**src/rtl/piano_pkg.sv**
```systemverilog
`default_nettype none
// ==========================================================================
// piano_pkg : shared button indices, mode encodings and debounce default
// Rev 1.0
// ==========================================================================
package piano_pkg;

  localparam int BTN_PREV  = 0;
  localparam int BTN_PAUSE = 1;
  localparam int BTN_NEXT  = 2;

  typedef enum logic [2:0] {
    MODE_MANUAL = 3'b001,
    MODE_AUTO   = 3'b011,
    MODE_STUDY  = 3'b111
  } mode_e;

  // 20 ms at 100 MHz
  localparam int DEFAULT_DEBOUNCE_CYCLES = 2000000;

endpackage : piano_pkg
`default_nettype wire

```
**src/rtl/button_debounce.sv**
```systemverilog
`default_nettype none
// ==========================================================================
// button_debounce : 2-flop synchroniser plus stable-count level debouncer
// Rev 1.0
// ==========================================================================
module button_debounce
  import piano_pkg::*;
#(
  parameter int DEBOUNCE_CYCLES = DEFAULT_DEBOUNCE_CYCLES
) (
  input  logic clk,
  input  logic rst,
  input  logic btn_raw,
  output logic btn_sync,
  output logic btn_level
);

  localparam int CNT_W = (DEBOUNCE_CYCLES > 1) ? $clog2(DEBOUNCE_CYCLES) : 1;
  localparam logic [CNT_W-1:0] CNT_MAX = CNT_W'(DEBOUNCE_CYCLES - 1);

  logic             sync1_q, sync1_d;
  logic             sync2_q, sync2_d;
  logic             level_q, level_d;
  logic [CNT_W-1:0] cnt_q,   cnt_d;

  always_comb begin
    sync1_d = btn_raw;
    sync2_d = sync1_q;
    level_d = level_q;
    cnt_d   = cnt_q;
    if (sync2_q == level_q) begin
      cnt_d = '0;
    end else if (cnt_q == CNT_MAX) begin
      level_d = ~level_q;
      cnt_d   = '0;
    end else begin
      cnt_d = cnt_q + CNT_W'(1);
    end
  end

  always_ff @(posedge clk) begin
    if (rst) begin
      sync1_q <= 1'b0;
      sync2_q <= 1'b0;
      level_q <= 1'b0;
      cnt_q   <= '0;
    end else begin
      sync1_q <= sync1_d;
      sync2_q <= sync2_d;
      level_q <= level_d;
      cnt_q   <= cnt_d;
    end
  end

  assign btn_sync  = sync2_q;
  assign btn_level = level_q;

endmodule : button_debounce
`default_nettype wire

```
**src/rtl/song_selector.sv**
```systemverilog
`default_nettype none
// ==========================================================================
// song_selector : debounced prev/pause/next buttons -> song index and pause
// Rev 1.0
// ==========================================================================
module song_selector
  import piano_pkg::*;
#(
  parameter int NUM_SONGS       = 4,
  parameter int SONG_W          = 2,
  parameter int DEBOUNCE_CYCLES = DEFAULT_DEBOUNCE_CYCLES
) (
  input  logic              clk,
  input  logic              rst,
  input  logic [2:0]        button,
  input  logic              enable,
  output logic [SONG_W-1:0] song_num,
  output logic              paused,
  output logic              song_change,
  output logic [2:0]        btn_level
);

  localparam logic [SONG_W-1:0] LAST_SONG = SONG_W'(NUM_SONGS - 1);

  logic [2:0] btn_sync;
  logic [2:0] btn_lvl;

  generate
    for (genvar i = 0; i < 3; i++) begin : g_btn
      button_debounce #(
        .DEBOUNCE_CYCLES(DEBOUNCE_CYCLES)
      ) u_debounce (
        .clk      (clk),
        .rst      (rst),
        .btn_raw  (button[i]),
        .btn_sync (btn_sync[i]),
        .btn_level(btn_lvl[i])
      );
    end
  endgenerate

  logic [SONG_W-1:0] song_num_q,    song_num_d;
  logic              paused_q,      paused_d;
  logic              song_change_q, song_change_d;
  logic [2:0]        level_prev_q,  level_prev_d;
  logic [2:0]        block_q,       block_d;
  logic [1:0]        warm_q,        warm_d;

  logic [2:0] press;
  logic [2:0] act;

  always_comb begin
    level_prev_d = btn_lvl;
    warm_d       = {warm_q[0], 1'b1};
    // A button held through reset stays blocked until the synchronised input
    // is seen low (with the synchroniser refilled) and the level is low.
    block_d      = block_q & ~({3{warm_q[1]}} & ~btn_sync & ~btn_lvl);

    press = btn_lvl & ~level_prev_q & ~block_q;
    act   = press & {3{enable}};

    song_num_d    = song_num_q;
    paused_d      = paused_q;
    song_change_d = 1'b0;

    if (act[BTN_PAUSE]) begin
      paused_d = ~paused_q;
    end
    if (act[BTN_NEXT] && !act[BTN_PREV]) begin
      song_num_d    = (song_num_q == LAST_SONG) ? '0 : song_num_q + SONG_W'(1);
      paused_d      = 1'b0;
      song_change_d = 1'b1;
    end else if (act[BTN_PREV] && !act[BTN_NEXT]) begin
      song_num_d    = (song_num_q == '0) ? LAST_SONG : song_num_q - SONG_W'(1);
      paused_d      = 1'b0;
      song_change_d = 1'b1;
    end
  end

  always_ff @(posedge clk) begin
    if (rst) begin
      song_num_q    <= '0;
      paused_q      <= 1'b0;
      song_change_q <= 1'b0;
      level_prev_q  <= '0;
      block_q       <= 3'b111;
      warm_q        <= '0;
    end else begin
      song_num_q    <= song_num_d;
      paused_q      <= paused_d;
      song_change_q <= song_change_d;
      level_prev_q  <= level_prev_d;
      block_q       <= block_d;
      warm_q        <= warm_d;
    end
  end

  assign song_num    = song_num_q;
  assign paused      = paused_q;
  assign song_change = song_change_q;
  assign btn_level   = btn_lvl;

endmodule : song_selector
`default_nettype wire
```
**config.mk**
```make
export PLATFORM = sky130hd
export DESIGN_NAME = song_selector
export DESIGN_NICKNAME = d
export VERILOG_FILES = /design/src/rtl/piano_pkg.sv /design/src/rtl/button_debounce.sv /design/src/rtl/song_selector.sv
export SDC_FILE = /design/constraint.sdc
export NUM_CORES = 1
export LEC_CHECK = 0
export CORE_MARGIN = 1.5
export CORE_UTILIZATION = 54
export DETAILED_ROUTE_END_ITERATION = 6
export PLACE_DENSITY = 0.71
export SETUP_SLACK_MARGIN = 0.5
export SLEW_MARGIN = 10
export SYNTH_ARGS = -nofsm -noshare
export SYNTH_HDL_FRONTEND = slang
export SYNTH_SLANG_ARGS = --single-unit
```
**constraint.sdc**
```tcl
create_clock -name clk -period 1.83 [get_ports clk]
set_input_delay 0.183 -clock clk [delete_from_list [all_inputs] [get_ports clk]]
set_output_delay 0.183 -clock clk [all_outputs]
set_load 0.03 [all_outputs]
```
# Word-level counts from Yosys, hierarchy flattened
# Index checks and enable logic that the tools add are counted.
# classes
bitwise	18
mux	7
n_reduce_logical	13
eq_ne	7
n_addsub	5
# ops
op	n
$add A21 B1 Y21 const B	3
$eq A21 B21 Y1 const B	3
$and A3 B3 Y3	6
$not A3 Y3	5
$reduce_or A3 Y1	4
$mux W2	4
$not A1 Y1	7
$reduce_and A2 Y1	3
$eq A1 B1 Y1	3
$mux W1	3
$add A2 B1 Y2 const B	1
$eq A2 B2 Y1 const B	1
$logic_and A1 B1 Y1	2
$logic_not A1 Y1	2
$logic_not A2 Y1	1
$reduce_bool A2 Y1	1
$sub A2 B1 Y2 const B	1
# word_totals
out_inout_bits	7
wordCells	69
regBits	84
in_bits	6

# Longest topological paths before layout
# Gate-level depths: netlist of run 1.
# logic_depth
ltp_word	8
mapped_depth	7
ltp_nobuf	7

# Hierarchy
# Synthesis of run 1 repeated with hierarchy kept, for this count alone.
# unflattened
hier_cells	415
hier_area_um2	3726.1
# modules_own_cells
mod	seq_area_each_um2	area_per_inst_um2	instances	cells_each
button_debounce (g_btn[0].u_debounce ...)	480.5	1071.0	2	122
button_debounce (g_btn[1].u_debounce)	480.5	1057.3	1	121
song_selector	240.2	526.8	1	50

# Least setup slack after synthesis of run 1
# Ideal clock, no wire load.
# synth_timing
path_kind	register to register
start	register g_btn[0].u_debounce.cnt_q[0]
end	register g_btn[0].u_debounce.cnt_q[20]
arrival_ps	1833
setup_time_ps	70
period_less_slack_ps	1903
t_required_ps	1760
path_buffers	1
path_stages_with_launch	7
path_slack_ps	-73
cell_sequence	dfxtp_1 ha_1 nand3_2 or4_1 buf_2 or4_1 a21oi_1
# synth_via
elab_chain_cells	2
word_cells_on_any_way	3
classes_between	add/sub (1); eq/ne (1); reduce/logical (1)
# synth_lines
item	line	text
start, declared	button_debounce.sv:24	logic [CNT_W-1:0] cnt_q, cnt_d;
start signal, assigned	button_debounce.sv:51	cnt_q <= cnt_d;
parallel branches: the longest is 2 deep, another holds $add A21 B1 Y21	-	
# Parallel ways; which one is timed is not known.
# A chain may end at the register's enable or synchronous reset.

# Worst setup path after layout of run 1
# layout_timing
start	register g_btn[0].u_debounce.cnt_q[1]
end	register g_btn[0].u_debounce.cnt_q[2]
# Same word-level chain as after synthesis.

==> impl_metrics.toml, run 1 <==
[timing]
fin_ws_ns = 0.01131
slew_viol_final = 0
rsz0062_at_grt = "true"
finalClockSkew_ns = 0.008243
fmax_ghz = 0.5498
setup_viol = 0
period_share_pct = 99.38
finalHoldViolCount = 0
relSlewSlack_pct = 73.68
min_period_ns = 1.819
max_slew.worst_pin.slew_ns = 0.3915

[routing]
first_pass_iters = 5
wl_mm = 9.372
dr.first_iter.drc_count = 208
drtAntennaViolNets = 0
route.detailed.drc = 0
via_per_inst = 5.783
num_vias = 3273
wl_per_cell_um = 16.56

[layout]
multiInputGateArea_um2 = 2346
fillCellCount = 336
antennaDiodeCount = 0
nets = 497
area_growth_syn_to_layout_pct = 45.89
final_cells = 566
seqCellArea_um2 = 1748
drive_gt1_share_pct = 41.51

[worst_setup_path]
path_depth = 9
cpMaxStageDelayCell = "dfxtp_2"
crit_type = "reg2reg"
cpLargestDelayFamily = "buffers and inverters"
crit_chain = "ha_4 -> nand3_4 -> buf_4 -> buf_6 -> or2_4 -> o21bai_4 -> buf_12 -> bufbuf_16 -> nor2_1"
crit_required_ns = 2.08
crit_buf_inv = 4
cp.arrival_ns = 2.07
reg2reg_depth = 9
end_kind = "flip-flop"
critPathMaxFanout = 7
setup.worst_path.start_class = "flip-flop"
ff2ff_setup_slack_ns = 0.01
slowest_delay_ns = 0.37

[clock_network]
ctsLongestPathBuffers = 2
clock_latency_ns = 0.35
path_clk_slew_ns = 0.09
clock_sinks = 84
htree_levels = 3
cts_tree = "yes"
clock-root-buffer = "clkbuf_8"
hold_buffers = 0
cts_buffers = 9

[power]
worst_ir_drop_vdd_mv = 0.4796
p_leak_nw = 1.817
power.density_nw_per_um2 = 649.6
power.total_w = 0.003447

[logic_synthesis]
synth_common_cells = "dfxtp_1, nor2_1, a21oi_1, nand2_1, xor2_1"
async_reset_ff_share_pct = 0
syn_inst = 412
yosysTopAreaCell = "dfxtp_1"
netlist_area_um2 = 3637
synth_edf_count = 0
synth.top_cell.area_share_pct = 46.23
synth_fp_nets = 425
yosysMostFrequentCell = "dfxtp_1"
ys_seq_area_share_pct = 46.23
yosys_warnings = 0
synth.area.top_cells = "dfxtp_1, xor2_1, nor2_1"
ys_types = 40
ys.flop_type = "dfxtp_1"
ys_seq_elements = 84
syn-mean-instance-area_um2 = 8.828

[place]
hpwl_mm = 4.524
io_buffers = 12
pre_cts_ws_ns = 0.01404
placedCellCount = 499
gp_congestion = 0.7440

[global_route]
grt_pass1_vias = 3117
grt_pass1_wl_mm = 14.27
grt_overflow = 0
grt_use_total_pct = 24.53
grt_max_degree = 19
antenna_found_initial = 0

[die]
std_cell_rows = 29
die-height_um = 85.07
die_w_um = 85.07
initial_core_util_pct = 56.63
dieArea_um2 = 7237
core_um2 = 6422
ioPinCount = 13

[flow_run]
drv_cap = 0

[hold_path]
whs_path_depth = 2
hp-class = "in2reg"

[outcome]
outcome = "complete, no violations"
==> kinds of logic after synthesis <==
family | Yosys count | synth area share (%)
flip-flops | 84 | 46.23
AND/OR/NAND/NOR | 191 | 29.00
AO/OA/AOI/OAI | 59 | 9.116
XOR/XNOR | 40 | 9.632
adder cells (fa/ha/maj) | 7 | 2.408
buffers and inverters | 31 | 3.612
==> path summary, 6_finish.rpt <==
| path | start | endpoint |
|---|---|---|
| worst min register to register | g_btn[2].u_debounce.sync1_q$_SDFF_PP0_ | g_btn[2].u_debounce.btn_sync$_SDFF_PP0_ |
| worst max register to register | g_btn[0].u_debounce.cnt_q[1]$_SDFF_PP0_ | g_btn[0].u_debounce.cnt_q[2]$_SDFF_PP0_ |
| worst max-delay path | g_btn[0].u_debounce.cnt_q[1]$_SDFF_PP0_ | g_btn[0].u_debounce.cnt_q[2]$_SDFF_PP0_ |
| worst min-delay path | button[2] | g_btn[2].u_debounce.sync1_q$_SDFF_PP0_ |
==> registers in the layout, indices dropped and copies added, names as in the netlist <==
register / count
g_btn.u_debounce.sync1_q: 3
song_change: 1
warm_q: 2
block_q: 3
paused: 1
g_btn.u_debounce.cnt_q: 63
g_btn.u_debounce.btn_sync: 3
g_btn.u_debounce.btn_level: 3
level_prev_q: 3
song_num: 2
==> where the power goes <==
part / switching, W / internal, W
Combinational: 0.0000507 / 0.0000642
Clock: 0.000686 / 0.000812
Sequential: 0.00000934 / 0.00183
==> layer usage <==
| metal | track usage, % | up-vias | part of all wire (%) |
|---|---|---|---|
| met1 | 30.96 | 1561 | 43 |
| li1 | - | 1577 | - |
| met4 | 8.942 | 0 | 2.3 |
| met2 | 41.49 | 113 | 51 |
| met5 | 0 | - | 0 |
| met3 | 5.058 | 22 | 3.7 |
==> through the flow <==
| step | hold slack (ns) | setup TNS [ns] | instance area, µm² | utilization, % |
|---|---|---|---|---|
| floorplan | 0.3112 | 0 | 3799 | - |
| global placement | 0.4155 | 0 | 4028 | 62.71 |
| detailed placement | 0.4188 | 0 | 4028 | 62.71 |
| CTS | 0.3711 | 0 | 4873 | 75.88 |
| global route | 0.3818 | -0.04887 | 5306 | 82.62 |
| finish | 0.3822 | 0 | 5306 | 82.62 |
==> layout by cell type, fill, tap and decap left out, drive strengths merged, types with 13 or more instances in the layout <==
master,count
nand3,22
nor2,48
or3,20
xnor2,17
nand2,25
clkbuf,13
xor2,23
nand4,15
o21ai,22
a21oi,26
buf,62
inv,17
dfxtp,84
==> final cells by class <==
cell class | count | share of cell area [%]
multi-input combinational | 297 | 44.21
sequential | 84 | 32.94
timing repair buffer | 76 | 15.66
clock buffer | 11 | 2.664
tap | 77 | 1.816
clock inverter | 5 | 1.580
inverter | 16 | 1.132
==> repair_timing <==
item / CTS / global route
resized for setup: 76 / 84
setup endpoints to repair: 71 / 67
hold endpoints to repair: 0 / 0
setup buffers: 35 / 8
pin swaps: 30 / 22
cloned: 7 / 1
Power figures use the tool's default switching activity.
==> inputs of run 2 (changes only) <==
clock period = 1.5 ns   (was 1.83 ns; I/O delays follow)
==> impl_metrics.toml, run 2 (synthesis results as in run 1) <==
[global_route]
grt_pass1_wl_mm = 15.69
grt_overflow = 0
antenna_found_initial = 0
grt_max_degree = 14
grt_pass1_vias = 3398
grt_use_total_pct = 27.38

[clock_network]
ctsLongestPathBuffers = 2
path_clk_slew_ns = 0.09
clock_sinks = 84
cts_tree = "yes"
cts_buffers = 9
clock-root-buffer = "clkbuf_8"
htree_levels = 3
clock_latency_ns = 0.36
hold_buffers = 0

[timing]
max_slew.worst_pin.slew_ns = 0.4071
relSlewSlack_pct = 72.63
rsz0062_at_grt = "true"
hold_slack_ns = 0.3464
min_period_ns = 1.809
finalHoldViolCount = 0
slew_viol_final = 0
fmax_ghz = 0.5528
setup_viol = 62
period_share_pct = 120.6
finalClockSkew_ns = 0.007449
fin_ws_ns = -0.3090
setup_tns_ns = -10.52

[worst_setup_path]
crit_chain = "buf_4 -> nor4bb_1 -> nand4b_1 -> buf_4 -> o21bai_4 -> buf_12 -> buf_12 -> buf_16 -> a21oi_2"
crit_required_ns = 1.75
cp.arrival_ns = 2.06
slowest_delay_ns = 0.35
end_kind = "flip-flop"
crit_type = "reg2reg"
setup.worst_path.start_class = "flip-flop"
critPathMaxFanout = 5
cpMaxStageDelayCell = "nor4bb_1"

[layout]
antennaDiodeCount = 0
post-route-cell-area_um2 = 5764
area_growth_syn_to_layout_pct = 58.48
nets = 541
layout.cells.most_common = "buf_4"
finish.utilization_pct = 89.75
regMostFlops = "g_btn.u_debounce.cnt_q"
drive_gt1_share_pct = 49.72
largest_reg_flops = 63
final_cell_mix = "buf_4, dfxtp_1, buf_6"

[flow_run]
drv_cap = 0

[die]
ioPinCount = 13
die_w_um = 85.07
core_um2 = 6422
initial_core_util_pct = 56.63
std_cell_rows = 29
die-height_um = 85.07
dieArea_um2 = 7237

[place]
io_buffers = 12
gp_congestion = 0.8448
hpwl_mm = 5.381
place_area_um2 = 4483

[routing]
drtAntennaViolNets = 0
via_per_inst = 5.944
wl_mm = 11.65
num_vias = 3626
wl_per_cell_um = 19.10
route.detailed.drc = 1
first_pass_iters = 7
dr.first_iter.drc_count = 155

[power]
pwr-share-clk_pct = 41.6
combinationalPowerShare_pct = 4.4
p_leak_nw = 2.068
power.density_nw_per_um2 = 721.6
worst_ir_drop_vdd_mv = 0.8222
power.total_w = 0.004159
swShare_pct = 22.03
seq_power_share_pct = 54.0
switchingPower_w = 0.0009162
p_int_w = 0.003243

[hold_path]
hp-class = "in2reg"

[outcome]
outcome = "complete, but fails checks"
violations = "DRC, setup timing"
-- run 2: cell count changes in the layout (fill, tap and decap cells not counted), moves of 4 or more --
cell,before,now
buf_4,40,76
or3_4,7,3
nor2_2,5,24
nor2_4,16,8
nor2_1,27,16
dfxtp_1,53,58
a21oi_2,16,23
or3_1,13,17
a21oi_1,10,2
buf_6,12,25
-- run 2: path summary, 6_finish.rpt --
kind / startpoint / slack, ns / end / cells past startpoint
worst max-delay path: g_btn[0].u_debounce.cnt_q[11]$_SDFF_PP0_ / -0.31 / g_btn[0].u_debounce.cnt_q[17]$_SDFF_PP0_ / 9
worst min-delay path: button[2] / 0.35 / g_btn[2].u_debounce.sync1_q$_SDFF_PP0_ / 2
worst max register to register: g_btn[0].u_debounce.cnt_q[11]$_SDFF_PP0_ / -0.31 / g_btn[0].u_debounce.cnt_q[17]$_SDFF_PP0_ / 9
worst min register to register: warm_q[0]$_DFF_P_ / 0.45 / warm_q[1]$_SDFF_PP0_ / 1
-- run 2: stage by stage --
stage	instances	setup slack [ns]
finish	610	-0.3090
global route	610	-0.4363
CTS	599	-0.2313
detailed placement	553	-0.2761
global placement	553	-0.2349
floorplan	412	-0.2928
-- run 2: worst max-delay path: cells and delay by family, from the launching register on --
kind	cells	cell delay (ns)
and+or+nand+nor	2	0.49
buffers and inverters	5	0.66
AOI/OAI and AO/OA	2	0.20
DFF	1	0.33
-- run 2: metal layers --
layer / global-route usage [%] / wire [µm] / share of wire [%]
met2: 46.68 / 5999 / 51
met3: 5.934 / 707 / 6.1
met4: 11.92 / 382 / 3.3
met1: 33.27 / 4561 / 39
met5: 0 / 0 / 0
-- run 2: power groups by stage --
stage               logic [W]  registers (W)  clock network (W)
detailed placement  0.0000867        0.00230                  0
finish               0.000182        0.00225            0.00173
floorplan           0.0000454        0.00230                  0
global placement    0.0000846        0.00230                  0
global route         0.000190        0.00225            0.00183
CTS                  0.000149        0.00225            0.00172
-- run 2: layout make-up --
cell class                 count  area (µm²)
clock buffer                  13       168.9
clock inverter                 3       43.79
fill                         273       658.1
inverter                      16       60.06
multi-input combinational    297        2431
sequential                    84        1734
tap                           77       96.34
timing repair buffer         120        1230
-- run 2: what timing repair did --
item                       CTS  global route
cloned                       7             1
pin swaps                   21            26
gates resized for setup    119            80
setup endpoints to repair   76            77
setup buffers               23            10
==> inputs of run 3 (changes only) <==
CORE_UTILIZATION = 58   (was 54)
PLACE_DENSITY = 0.72   (was 0.71)
clock period = 1.74 ns   (was 1.5 ns; I/O delays follow)
==> impl_metrics.toml, run 3 (synthesis results as in run 1) <==
[outcome]
outcome = "complete, but fails checks"
violations = "setup timing"

[clock_network]
clock-root-buffer = "clkbuf_8"
clock_latency_ns = 0.36
ctsLongestPathBuffers = 2
clock_sinks = 84
htree_levels = 3
path_clk_slew_ns = 0.09
cts_buffers = 9
cts_tree = "yes"
hold_buffers = 0

[die]
die-height_um = 82.19
core_um2 = 5991
ioPinCount = 13
initial_core_util_pct = 60.71
die_w_um = 82.19
dieArea_um2 = 6755
std_cell_rows = 28

[timing]
min_period_ns = 1.926
finalHoldViolCount = 0
fin_ws_ns = -0.1862
max_slew.worst_pin.slew_ns = 0.3854
period_share_pct = 110.7
slew_viol_final = 0
rsz0062_at_grt = "true"
finalClockSkew_ns = 0.01036
relSlewSlack_pct = 73.95
setup_viol = 23
fmax_ghz = 0.5192

[power]
seq_power_share_pct = 52.1
swShare_pct = 21.54
power.total_w = 0.003719
power.density_nw_per_um2 = 677.1
pwr-share-clk_pct = 44.4
switchingPower_w = 0.0008012
worst_ir_drop_vdd_mv = 0.5428
p_int_w = 0.002918
combinationalPowerShare_pct = 3.5
p_leak_nw = 1.877

[layout]
regMostFlops = "g_btn.u_debounce.cnt_q"
finish.utilization_pct = 91.69
final_cells = 576
final_cell_mix = "dfxtp_1, buf_4, dfxtp_2"
post-route-cell-area_um2 = 5493
area_growth_syn_to_layout_pct = 51.01
largest_reg_flops = 63
antennaDiodeCount = 0
nets = 510
layout.cells.most_common = "dfxtp_1"
drive_gt1_share_pct = 47.31

[routing]
num_vias = 3494
first_pass_iters = 4
via_per_inst = 6.066
wl_mm = 10.93
wl_per_cell_um = 18.97
dr.first_iter.drc_count = 171
drtAntennaViolNets = 0
route.detailed.drc = 0

[place]
place_area_um2 = 4158
hpwl_mm = 4.847
placedCellCount = 511
gp_congestion = 0.8201
pre_cts_ws_ns = -0.01382
io_buffers = 12

[hold_path]
hp-class = "in2reg"
whs_path_depth = 2

[global_route]
grt_pass1_wl_mm = 14.43
grt_overflow = 0
grt_max_degree = 20
grt_pass1_vias = 3149
grt_use_total_pct = 28.23
antenna_found_initial = 0

[worst_setup_path]
setup.worst_path.start_class = "flip-flop"
crit_type = "reg2reg"
reg2reg_depth = 8
end_kind = "flip-flop"
ff2ff_setup_slack_ns = -0.19
crit_required_ns = 1.99
critPathMaxFanout = 5
cp.arrival_ns = 2.17

[flow_run]
drv_cap = 0
-- run 3: changes by cell type in the layout (fill, tap and decap cells not counted), moves of 3 or more --
cell / before / now
nor2_4: 8 / 24
dfxtp_2: 18 / 28
buf_6: 25 / 18
clkdlybuf4s15_2: 0 / 3
a21oi_1: 2 / 6
dfxtp_1: 58 / 50
a21oi_2: 23 / 19
and4_4: 0 / 3
nor2_2: 24 / 10
buf_4: 76 / 47
-- run 3: worst max-delay path, stage by stage (launching register included) --
cell      delay [ns]
dfxtp_2         0.34
buf_6           0.11
nor4bb_1        0.39
nand4b_1        0.31
o21bai_4        0.25
buf_12          0.15
buf_12          0.10
buf_16          0.11
a21oi_1         0.05
-- run 3: per-layer routing --
layer / part of all wire, % / GRT usage [%]
met5: 0 / 0
met4: 3.0 / 10.34
met3: 3.7 / 5.495
met2: 52 / 49.92
met1: 42 / 33.68
-- run 3: layout make-up --
class                           count  area [µm²]
Timing Repair Buffer               89       942.2
Inverter                           16       60.06
Fill cell                         223       498.0
Clock inverter                      3       68.82
Multi-Input combinational cell    297        2424
Tap cell                           75       93.84
Clock buffer                       12       165.2
Sequential cell                    84        1739
-- run 3: path summary, 6_finish.rpt --
kind / start / end
min reg2reg: warm_q[0]$_DFF_P_ / warm_q[1]$_SDFF_PP0_
min: button[2] / g_btn[2].u_debounce.sync1_q$_SDFF_PP0_
max: g_btn[0].u_debounce.cnt_q[9]$_SDFF_PP0_ / g_btn[0].u_debounce.cnt_q[20]$_SDFF_PP0_
max reg2reg: g_btn[0].u_debounce.cnt_q[9]$_SDFF_PP0_ / g_btn[0].u_debounce.cnt_q[20]$_SDFF_PP0_
-- run 3: what timing repair did --
action | 4_1_cts | 5_1_grt
gates resized for setup | 90 | 110
endpoints found under the setup margin | 73 | 69
cloned | 6 | 0
pin swaps | 24 | 22
setup buffers | 29 | 15
-- run 3: power by group through the flow --
stage | Sequential [W] | Combinational [W] | Clock [W]
finish | 0.00194 | 0.000130 | 0.00165
global route | 0.00194 | 0.000136 | 0.00173
CTS | 0.00194 | 0.000105 | 0.00163
detailed placement | 0.00199 | 0.0000653 | 0
global placement | 0.00199 | 0.0000628 | 0
floorplan | 0.00199 | 0.0000390 | 0
-- run 3: per-stage QoR --
step                TNS [ns]  hold WS (ns)
finish                -1.944        0.3750
global route          -2.997        0.3782
CTS                        0        0.3548
detailed placement  -0.03487        0.4272
global placement           0        0.4168
floorplan           -0.05279        0.3022
